[src/rtl/weight_ram_reader.sv]
// weight_ram_reader
//   Streams a burst of weight words out of a synchronous-read WeightRAM to a
//   valid/ready consumer. The RAM is only ever read (RamWE tied low).
//
// Ports
//   Clock     in   1        system clock, rising edge
//   Rst       in   1        asynchronous active-low reset
//   Start     in   1        begin a burst (ignored unless idle)
//   BaseAddr  in   AW       first address of the burst
//   Count     in   AW+1     number of addresses to read (0..2^AW)
//   RamAddr   out  AW       address to WeightRAM
//   RamWE     out  1        write enable to WeightRAM, constant 0
//   RamQ      in   N*DW     RAM read data, one cycle after RamAddr
//   Valid     out  1        Data/Last hold a beat
//   Ready     in   1        consumer accepts the beat
//   Data      out  N*DW     weight word, same packing as RamQ
//   Last      out  1        current beat is the final one of the burst
//   Busy      out  1        burst in progress
//   Done      out  1        one-cycle burst-complete pulse
module weight_ram_reader #(
   parameter int N  = 10,
   parameter int DW = 10,
   parameter int AW = 7
) (
   input  logic              Clock,
   input  logic              Rst,
   input  logic              Start,
   input  logic [AW-1:0]     BaseAddr,
   input  logic [AW:0]       Count,
   output logic [AW-1:0]     RamAddr,
   output logic              RamWE,
   input  logic [N*DW-1:0]   RamQ,
   output logic              Valid,
   input  logic              Ready,
   output logic [N*DW-1:0]   Data,
   output logic              Last,
   output logic              Busy,
   output logic              Done
);

   localparam int WW = N * DW;

   typedef enum logic [1:0] {IDLE, READ, DRAIN, FINISH} state_t;

   state_t             r_state;
   state_t             w_next;
   logic [AW-1:0]      r_addr;
   logic [AW:0]        r_rem;
   logic               r_vld_p0;
   logic               r_last_p0;
   logic [1:0][WW-1:0] r_buf_data;
   logic [1:0]         r_buf_last;
   logic               r_rd_ptr;
   logic               r_wr_ptr;
   logic [1:0]         r_occ;

   logic               w_pop;
   logic               w_push;
   logic [1:0]         w_used;
   logic               w_issue;
   logic               w_final_issue;
   logic               w_load;

   assign w_pop  = Valid & Ready;
   assign w_push = r_vld_p0;

   // Credit counts the entry leaving this cycle as already free, so a
   // continuously accepting consumer sees one beat per cycle while the
   // buffer can still never be asked to hold more than two words.
   assign w_used        = r_occ - {1'b0, w_pop} + {1'b0, r_vld_p0};
   assign w_issue       = (r_state == READ) && (w_used < 2'd2);
   assign w_final_issue = w_issue && (r_rem == (AW+1)'(1));
   assign w_load        = (r_state == IDLE) && Start && (Count != '0);

   always_comb begin
      w_next = r_state;
      case (r_state)
         IDLE:    if (Start) w_next = (Count != '0) ? READ : FINISH;
         READ:    if (w_final_issue) w_next = DRAIN;
         DRAIN:   if (w_pop && Last) w_next = FINISH;
         FINISH:  w_next = IDLE;
         default: w_next = IDLE;
      endcase
   end

   always_ff @(posedge Clock or negedge Rst) begin
      if (!Rst) r_state <= IDLE;
      else      r_state <= w_next;
   end

   // Address generation. The address is held on the final issue so RamAddr
   // never shows an address beyond the burst.
   always_ff @(posedge Clock or negedge Rst) begin
      if (!Rst) begin
         r_addr <= '0;
         r_rem  <= '0;
      end else if (w_load) begin
         r_addr <= BaseAddr;
         r_rem  <= Count;
      end else if (w_issue) begin
         if (!w_final_issue) r_addr <= r_addr + 1'b1;
         r_rem <= r_rem - 1'b1;
      end
   end

   // p0: address sampled by the RAM; its data and Last tag arrive next edge
   always_ff @(posedge Clock or negedge Rst) begin
      if (!Rst) begin
         r_vld_p0  <= 1'b0;
         r_last_p0 <= 1'b0;
      end else begin
         r_vld_p0  <= w_issue;
         r_last_p0 <= w_final_issue;
      end
   end

   // p1: two-entry skid buffer, Last stored alongside its data word
   always_ff @(posedge Clock or negedge Rst) begin
      if (!Rst) begin
         r_buf_data <= '0;
         r_buf_last <= '0;
         r_rd_ptr   <= 1'b0;
         r_wr_ptr   <= 1'b0;
         r_occ      <= '0;
      end else begin
         if (w_push) begin
            r_buf_data[r_wr_ptr] <= RamQ;
            r_buf_last[r_wr_ptr] <= r_last_p0;
            r_wr_ptr             <= ~r_wr_ptr;
         end
         if (w_pop) r_rd_ptr <= ~r_rd_ptr;
         r_occ <= r_occ + {1'b0, w_push} - {1'b0, w_pop};
      end
   end

   assign RamAddr = r_addr;
   assign RamWE   = 1'b0;
   assign Valid   = (r_occ != 2'd0);
   assign Data    = r_buf_data[r_rd_ptr];
   assign Last    = Valid & r_buf_last[r_rd_ptr];
   assign Busy    = (r_state == READ) || (r_state == DRAIN);
   assign Done    = (r_state == FINISH);

endmodule

[config.mk]
export PLATFORM = sky130hd
export DESIGN_NAME = weight_ram_reader
export DESIGN_NICKNAME = d
export VERILOG_FILES = /design/src/rtl/weight_ram_reader.sv
export SDC_FILE = /design/constraint.sdc
export NUM_CORES = 1
export LEC_CHECK = 0
export CORE_MARGIN = 2
export CORE_UTILIZATION = 46
export DETAILED_ROUTE_END_ITERATION = 8
export MAX_ROUTING_LAYER = met4
export PLACE_DENSITY = 0.83
export SETUP_SLACK_MARGIN = 0.02
export SLEW_MARGIN = 20
export SYNTH_ARGS = -nofsm -noshare
export SYNTH_HDL_FRONTEND = slang
export SYNTH_SLANG_ARGS = --single-unit
[constraint.sdc]
create_clock -name Clock -period 2.6 [get_ports Clock]
set_clock_uncertainty 0.2 [all_clocks]
set_input_delay 0.52 -clock Clock [delete_from_list [all_inputs] [get_ports Clock]]
set_output_delay 0.52 -clock Clock [all_outputs]
set_load 0.05 [all_outputs]
* After elaboration in Yosys (flattened, before gate mapping) *
Index checks and enable logic that the tools add are counted.
W data, S select, Z words.

word-level totals
  flip-flop bits (word level) = 225
  output and inout port bits = 112
  word-level logic and storage cells = 66

operators by class
  add/sub/neg operators = 6
  magnitude comparators = 4
  eq/ne operators = 8
  mux-type cells = 20
  bitwise gates (word level) = 4
  reduce and logical (&&, ||, !) cells = 13

operator list
  kind                   number
  $mux W100              3
  $bwmux W200            1
  $demux W100 S1         1
  $mux W7                3
  $mux W8                2
  $eq A8 B1 Y1 const B   1
  $mux W2                4
  $pmux W2 S4            1
  $reduce_bool A8 Y1     1
  $sub A8 B1 Y8 const B  1
  $add A7 B1 Y7 const B  1
  $logic_and A1 B1 Y1    6
  $ne A2 B2 Y1 const B   3
  $add A2 B1 Y2          2
  $eq A2 B2 Y1 const B   2
  $lt A1 B2 Y1 const B   2
  $reduce_bool A2 Y1     2
  $sub A2 B1 Y2          2
  $mux W1                3
  $reduce_and A3 Y1      1
  $and A1 B1 Y1          2
  $bwmux W2              1
  $eq A2 B1 Y1 const B   1
  $logic_not A2 Y1       1
  7 further kinds        8

* Longest topological paths before layout *
Gate-level depths: netlist (run 1).

  word-level depth = 10
  gate-level depth with buffers = 11
  gate-level depth less buffers = 10

* Least setup slack after synthesis (run 1) *
OpenSTA, ideal clock, no wires.

  path type = reg2reg
  start point = register r_occ[1]
  end point = register r_addr[4], in the netlist RamAddr[4]
  library setup time = 0.082 ns
  arrival = 2.274 ns
  required time = 2.318 ns
  slack = 0.044 ns
  cell stages (with the launch flop) = 10
  buffers on the path = 0
  cells stage by stage = dfrtp_1 > o21ai_0 > inv_1 > ha_1 > inv_1 > ha_1 > xnor3_2 > nand2_2 > or4_1 > a31oi_1

on the way
  longest elaborated chain between the ends = 9

ends and longest elaborated chain
  item                           RTL line  text
  start: declaration             55        logic [1:0] r_occ;
  start signal: assignment       132       r_occ <= r_occ + {1'b0, w_push} - {1'b0, w_pop};
  $reduce_bool A2 Y1 *           138       assign Valid = (r_occ != 2'd0);
  $and A1 B1 Y1 *                64        assign w_pop = Valid & Ready;
  via w_pop                      57        logic w_pop;
  $sub A2 B1 Y2 *                70        assign w_used = r_occ - {1'b0, w_pop} + {1'b0, r_vld_p0};
  $add A2 B1 Y2 *                70
  $lt A2 B2 Y1 *                 71        assign w_issue = (r_state == READ) && (w_used < 2'd2);
  $logic_and A1 B1 Y1 *          71
  $logic_and A1 B1 Y1            72        assign w_final_issue = w_issue && (r_rem == (AW+1)'(1));
  $ne A2 B1 Y1 (no line)         -
  $reduce_and A2 Y1 (no line) *  -
  end signal: assignment         98        r_addr <= BaseAddr;
  end signal: assignment         101       if (!w_final_issue) r_addr <= r_addr + 1'b1;
  end: declaration               47        logic [AW-1:0] r_addr;

Mark *: on every way through the listed nets, which the timed path passes. The rest lies on a longest branch.
A chain may end at the register's enable or synchronous reset.

* Final worst setup path (run 1) *
  start point = register r_rd_ptr
  end point = output Data[52]

on the way
  longest elaborated chain between the ends = 2

ends and longest elaborated chain
  item                                           RTL line  text
  start: declaration                             53        logic r_rd_ptr;
  start signal: assignment                       131       if (w_pop) r_rd_ptr <= ~r_rd_ptr;
  $mux W100 (not written as such) (2 in series)  139       assign Data = r_buf_data[r_rd_ptr];
  end: declaration                               35        output logic [N*DW-1:0] Data,

Every way passes these cells. The select of a mux whose other input is x is not followed.

==> impl_metrics.json, run 1 <==
{
  "syn_area_um2": 10000,
  "setup_viol": 0,
  "synthTopCellsByArea": "dfrtp_1, mux2_2, ha_1, clkbuf_1, buf_2",
  "ys_seq_elements": 225,
  "clk_pin_slew_ns": 0.06,
  "die_w_um": 152,
  "final_nets": 1065,
  "row_count": 53,
  "cp_max_fo": 6,
  "cts_made_buffers": 25,
  "worst_slew_pin_slew_ns": 0.646,
  "drtIter0Drc": 141,
  "grt_max_degree": 60,
  "io_pins": 231,
  "cap_violations": 0,
  "fin_crit_ns": 2.57,
  "antenna_cells": 0,
  "crit_type": "flop to output port",
  "outcome": "finished clean",
  "vias": 6500,
  "drv_slew": 0,
  "worstReg2RegEnd": "r_rem[7]$_DFFE_PN0P_",
  "synth_top_area_cell": "dfrtp_1",
  "syn_nets": 815,
  "ctsRootBufferMaster": "clkbuf_16",
  "hold_start": "r_buf_data[116]$_DFFE_PN0P_",
  "die-height_um": 152,
  "clk_latency_ns": 0.51,
  "critPathRequiredTime_ns": 1.88,
  "cts_htree_levels": 1,
  "placed_area_um2": 12500,
  "drtPass1Iterations": 4,
  "drtAntennaViolNets": 0,
  "rsz0062_at_grt": "yes",
  "cts_tree": "built",
  "cts_buffer_depth": 3,
  "avgViaCountPerCell": 5.29,
  "grt_pass1_wl_um": 34800,
  "antenna_found_initial": 0,
  "routedWlPerCell_um": 19.1,
  "setup_tns_ns": 0,
  "cts_num_sinks": 225,
  "slew_headroom": 0.566,
  "ys_seq_area_frac": 0.562,
  "synth_top_area_frac": 0.562,
  "clock.fmax_ghz": 0.389,
  "synthCells": 686,
  "async_flop_share": 1.00,
  "min_path_cells": 1,
  "area_growth_pct": 40.0,
  "fin_area_um2": 14000,
  "finalHoldViolCount": 0,
  "synth_edf_count": 0,
  "drive_gt1_frac": 0.511,
  "avgSynthCellArea_um2": 14.6,
  "hp-class": "flop to flop",
  "port_buffers": 229,
  "grt_use_total": 0.194,
  "reg2reg_from": "r_occ[1]$_DFF_PN0_",
  "post-place-cells": 1172,
  "dieArea_um2": 23000,
  "stdcell_count": 1228,
  "coreArea_um2": 21200,
  "hpwl_um": 14400,
  "startpoint_type": "flop",
  "arrival_ns": 1.85,
  "place.gp.congestion": 0.819,
  "drc": 0,
  "start_util": 0.472,
  "yosys_warnings": 0,
  "ys_types": 41,
  "grt.overflow.total": 0,
  "synth-main-ff-cell": "dfrtp_1",
  "first_global_vias": 6906,
  "r2r_slack_ns": 0.20,
  "ff2ff_path_depth": 10,
  "fin_crit_sh": 0.990,
  "hold-path-endpoint": "r_buf_data[116]$_DFFE_PN0P_",
  "worstSetupEndpointType": "output port",
  "drt-total-wl_um": 23500
}
[state kept, by name, indices dropped and copies added (netlist names)]
| name | cells |
|---|---|
| r_vld_p0 | 1 |
| r_buf_data | 200 |
| r_rem | 8 |
| r_wr_ptr | 1 |
| r_buf_last | 2 |
| r_occ | 2 |
| r_state | 2 |
| r_rd_ptr | 1 |
| RamAddr | 7 |
| r_last_p0 | 1 |
[worst max-delay path by stage]
stage                          from                endpoint
3_3_place_gp                  Ready  RamAddr[3]$_DFFE_PN0P_
3_5_place_dp                  Ready  RamAddr[3]$_DFFE_PN0P_
6_report       r_rd_ptr$_DFFE_PN0P_                Data[52]
4_1_cts        r_rd_ptr$_DFFE_PN0P_                Data[99]
5_1_grt        r_rd_ptr$_DFFE_PN0P_                Data[52]
2_1_floorplan    r_occ[1]$_DFF_PN0_  RamAddr[4]$_DFFE_PN0P_
[timing repair]
action                                  CTS  global route
setup buffers                             2             2
hold buffers                              1             0
gates cloned                              1             6
resized for setup                        67            57
endpoints found under the setup margin   88           102
pin swaps                                 0             0
hold endpoints to repair                 52             0
[worst max-delay path, cell delays in order, from the launching register on]
cell       delay, ns
dfrtp_4         0.50
buf_12          0.16
clkbuf_16       0.16
mux2_2          0.35
buf_6           0.16
[metal layers]
layer | global-route usage | routed length, um
met5 | - | 0
met4 | 0.0440 | 426
met3 | 0.0449 | 1650
met2 | 0.322 | 11500
met1 | 0.243 | 9930
[cells in the final DEF (no fill, tap or decap), types with 6 or more instances in the layout]
| cell | instances |
|---|---|
| a211oi_1 | 6 |
| buf_12 | 12 |
| buf_4 | 22 |
| buf_6 | 75 |
| buf_8 | 21 |
| clkbuf_16 | 28 |
| clkbuf_8 | 8 |
| clkdlybuf4s50_1 | 124 |
| dfrtp_1 | 224 |
| ha_1 | 10 |
| inv_1 | 14 |
| mux2_2 | 301 |
| nand2_1 | 7 |
| nand3_1 | 6 |
| nor2_1 | 8 |
| o21ai_0 | 6 |
[synth_stat cells, types with 2 or more instances]
| master | number |
|---|---|
| and4_1 | 3 |
| a211o_1 | 5 |
| dfrtp_1 | 225 |
| inv_1 | 14 |
| clkbuf_1 | 24 |
| or4_4 | 2 |
| nand3_1 | 6 |
| and3_1 | 2 |
| o211ai_1 | 2 |
| xor2_1 | 4 |
| nor3_1 | 3 |
| nand2_1 | 8 |
| buf_1 | 2 |
| nand4_1 | 4 |
| a21oi_1 | 2 |
| nor2b_1 | 2 |
| buf_4 | 2 |
| buf_2 | 12 |
| ha_1 | 10 |
| o21ai_0 | 7 |
| xnor2_1 | 3 |
| nor4_1 | 2 |
| a211oi_1 | 6 |
| a31oi_1 | 4 |
| nor2_1 | 9 |
| o31ai_1 | 2 |
| mux2_2 | 303 |
| mux2i_1 | 3 |
| or4_1 | 3 |
[kinds of logic after synthesis]
| group | count (synthesis) | synth area share |
|---|---|---|
| flops | 225 | 0.562 |
| fa+ha+maj | 10 | 0.0125 |
| buf+inv | 54 | 0.0225 |
| mux | 306 | 0.344 |
| other cells | 1 | 0.000374 |
| xor+xnor | 8 | 0.00849 |
| simple gates | 50 | 0.0285 |
| compound gates | 32 | 0.0221 |
[area by class of cell]
cell class	instances	area [um2]
clock buffers	37	751
flip-flops and latches	225	5630
clock inverters	7	63.8
inverters	14	52.6
repair buffers	263	2990
multi-input cells	407	4190
well taps	275	344
fillers	1503	7200
[metrics by stage]
step	hold WS, ns	util	worst slack (ns)
after floorplan	0.0244	-	0.0441
after global placement	0.280	0.591	-0.283
after detailed placement	0.285	0.591	-0.346
after CTS	0.300	0.644	-0.0675
after global routing	0.311	0.661	-0.0299
final	0.298	0.661	0.0264
Power of run 1 is not shown: default switching activity piles up to over one toggle a cycle in this logic, so the estimate is an artifact.
==> run 2: changes to the inputs <==
- CORE_ASPECT_RATIO: not set -> 1.4
- clock period: 2.6 -> 2.1 ns (I/O delays scaled with it)
==> impl_metrics.json, run 2 (synthesized netlist as in run 1, its figures left out) <==
{
  "cts_made_buffers": 23,
  "port_buffers": 229,
  "drtIter0Drc": 223,
  "clk_pin_slew_ns": 0.06,
  "grt_pass1_wl_um": 37400,
  "hpwl_um": 15900,
  "drv_slew": 0,
  "antenna_found_initial": 0,
  "die-height_um": 179,
  "crit_buf_inv": 3,
  "rsz0062_at_grt": "yes",
  "io_pins": 231,
  "finalHoldViolCount": 0,
  "hp-class": "input pin to async pin",
  "cp_max_fo": 6,
  "setup_viol": 119,
  "first_global_vias": 7193,
  "cts_htree_levels": 1,
  "row_count": 63,
  "top_register": "r_buf_data",
  "drc": 0,
  "fin_area_um2": 14400,
  "cpMaxStageDelayCell": "dfrtp_4",
  "critPathRequiredTime_ns": 1.48,
  "drtAntennaViolNets": 0,
  "place.gp.congestion": 0.855,
  "placed_area_um2": 12700,
  "ctsRootBufferMaster": "clkbuf_16",
  "dieArea_um2": 23000,
  "startpoint_type": "flop",
  "path_cells": "buf_12, clkbuf_16, mux2_4, buf_8",
  "die_w_um": 129,
  "violations": "negative setup slack",
  "fin_crit_sh": 1.16,
  "clock.fmax_ghz": 0.412,
  "drtPass1Iterations": 5,
  "cap_violations": 0,
  "start_util": 0.471,
  "crit_type": "flop to output port",
  "coreArea_um2": 21300,
  "routedWlPerCell_um": 19.9,
  "cts_num_sinks": 225,
  "final_cell_mix": "mux2_2, dfrtp_1, clkdlybuf4s50_1, buf_6, buf_4",
  "avgViaCountPerCell": 5.34,
  "layout_commonest_cell": "mux2_2",
  "clk_latency_ns": 0.50,
  "area_growth_pct": 44.1,
  "grt_use_total": 0.212,
  "outcome": "complete, but fails checks",
  "antenna_cells": 0,
  "path_delay_family": "flip-flops",
  "max_stage_delay_ns": 0.52,
  "worstSetupEndpointType": "output port",
  "vias": 6619,
  "cts_buffer_depth": 3,
  "cts_tree": "built",
  "arrival_ns": 1.81,
  "grt_max_degree": 68,
  "fin_crit_ns": 2.43,
  "drt-total-wl_um": 24600,
  "largest_reg_flops": 200,
  "fin_ws_ns": -0.329,
  "drive_gt1_frac": 0.555,
  "final_nets": 1092,
  "grt.overflow.total": 0
}
## run 2: worst paths after layout
path	startpoint	end	slack, ns	depth (start not counted)
max	r_rd_ptr$_DFFE_PN0P_	Data[81]	-0.33	4
min	Rst	r_buf_data[8]$_DFFE_PN0P_	0.19	2
max reg2reg	r_occ[0]$_DFF_PN0_	RamAddr[0]$_DFFE_PN0P_	-0.28	10
min reg2reg	r_buf_data[177]$_DFFE_PN0P_	r_buf_data[177]$_DFFE_PN0P_	0.30	1
max in group asynchronous	Rst	r_buf_data[123]$_DFFE_PN0P_	0.86	3
min in group Clock	r_buf_data[177]$_DFFE_PN0P_	r_buf_data[177]$_DFFE_PN0P_	0.30	1
## run 2: per-layer routing
metal / global-route usage / vias up / routed length (um)
met5: - / - / 0
li1: - / 3035 / -
met2: 0.375 / 192 / 13300
met3: 0.0426 / 41 / 1430
met1: 0.240 / 3351 / 9370
met4: 0.0684 / 0 / 550
## run 2: through the flow
step | setup WS (ns) | TNS (ns) | utilization | hold slack, ns | cells
floorplan | -0.253 | -2.10 | - | -0.0756 | 686
global placement | -0.682 | -10.81 | 0.597 | 0.144 | 1177
detailed placement | -0.696 | -11.27 | 0.597 | 0.143 | 1177
CTS | -0.344 | -34.31 | 0.667 | 0.192 | 1231
global route | -0.389 | -40.90 | 0.678 | 0.210 | 1239
finish | -0.329 | -33.76 | 0.678 | 0.193 | 1239
## run 2: repair_timing
item,in CTS,in global routing
resized for setup,138,17
hold buffers,1,0
pin swaps,16,9
buffers inserted,8,2
gates cloned,4,7
setup endpoints to repair,121,121
endpoints found under the hold margin,149,0
## run 2: cell type report
type | instances | area [um2]
Sequential cell | 225 | 5630
Inverter | 14 | 55.1
Clock buffer | 32 | 669
Timing Repair inverter | 1 | 7.51
Timing Repair Buffer | 291 | 3320
Clock inverter | 9 | 120
Fill cell | 1459 | 6850
Tap cell | 260 | 325
Multi-Input combinational cell | 407 | 4300
Power of run 2 is left out for the same reason.
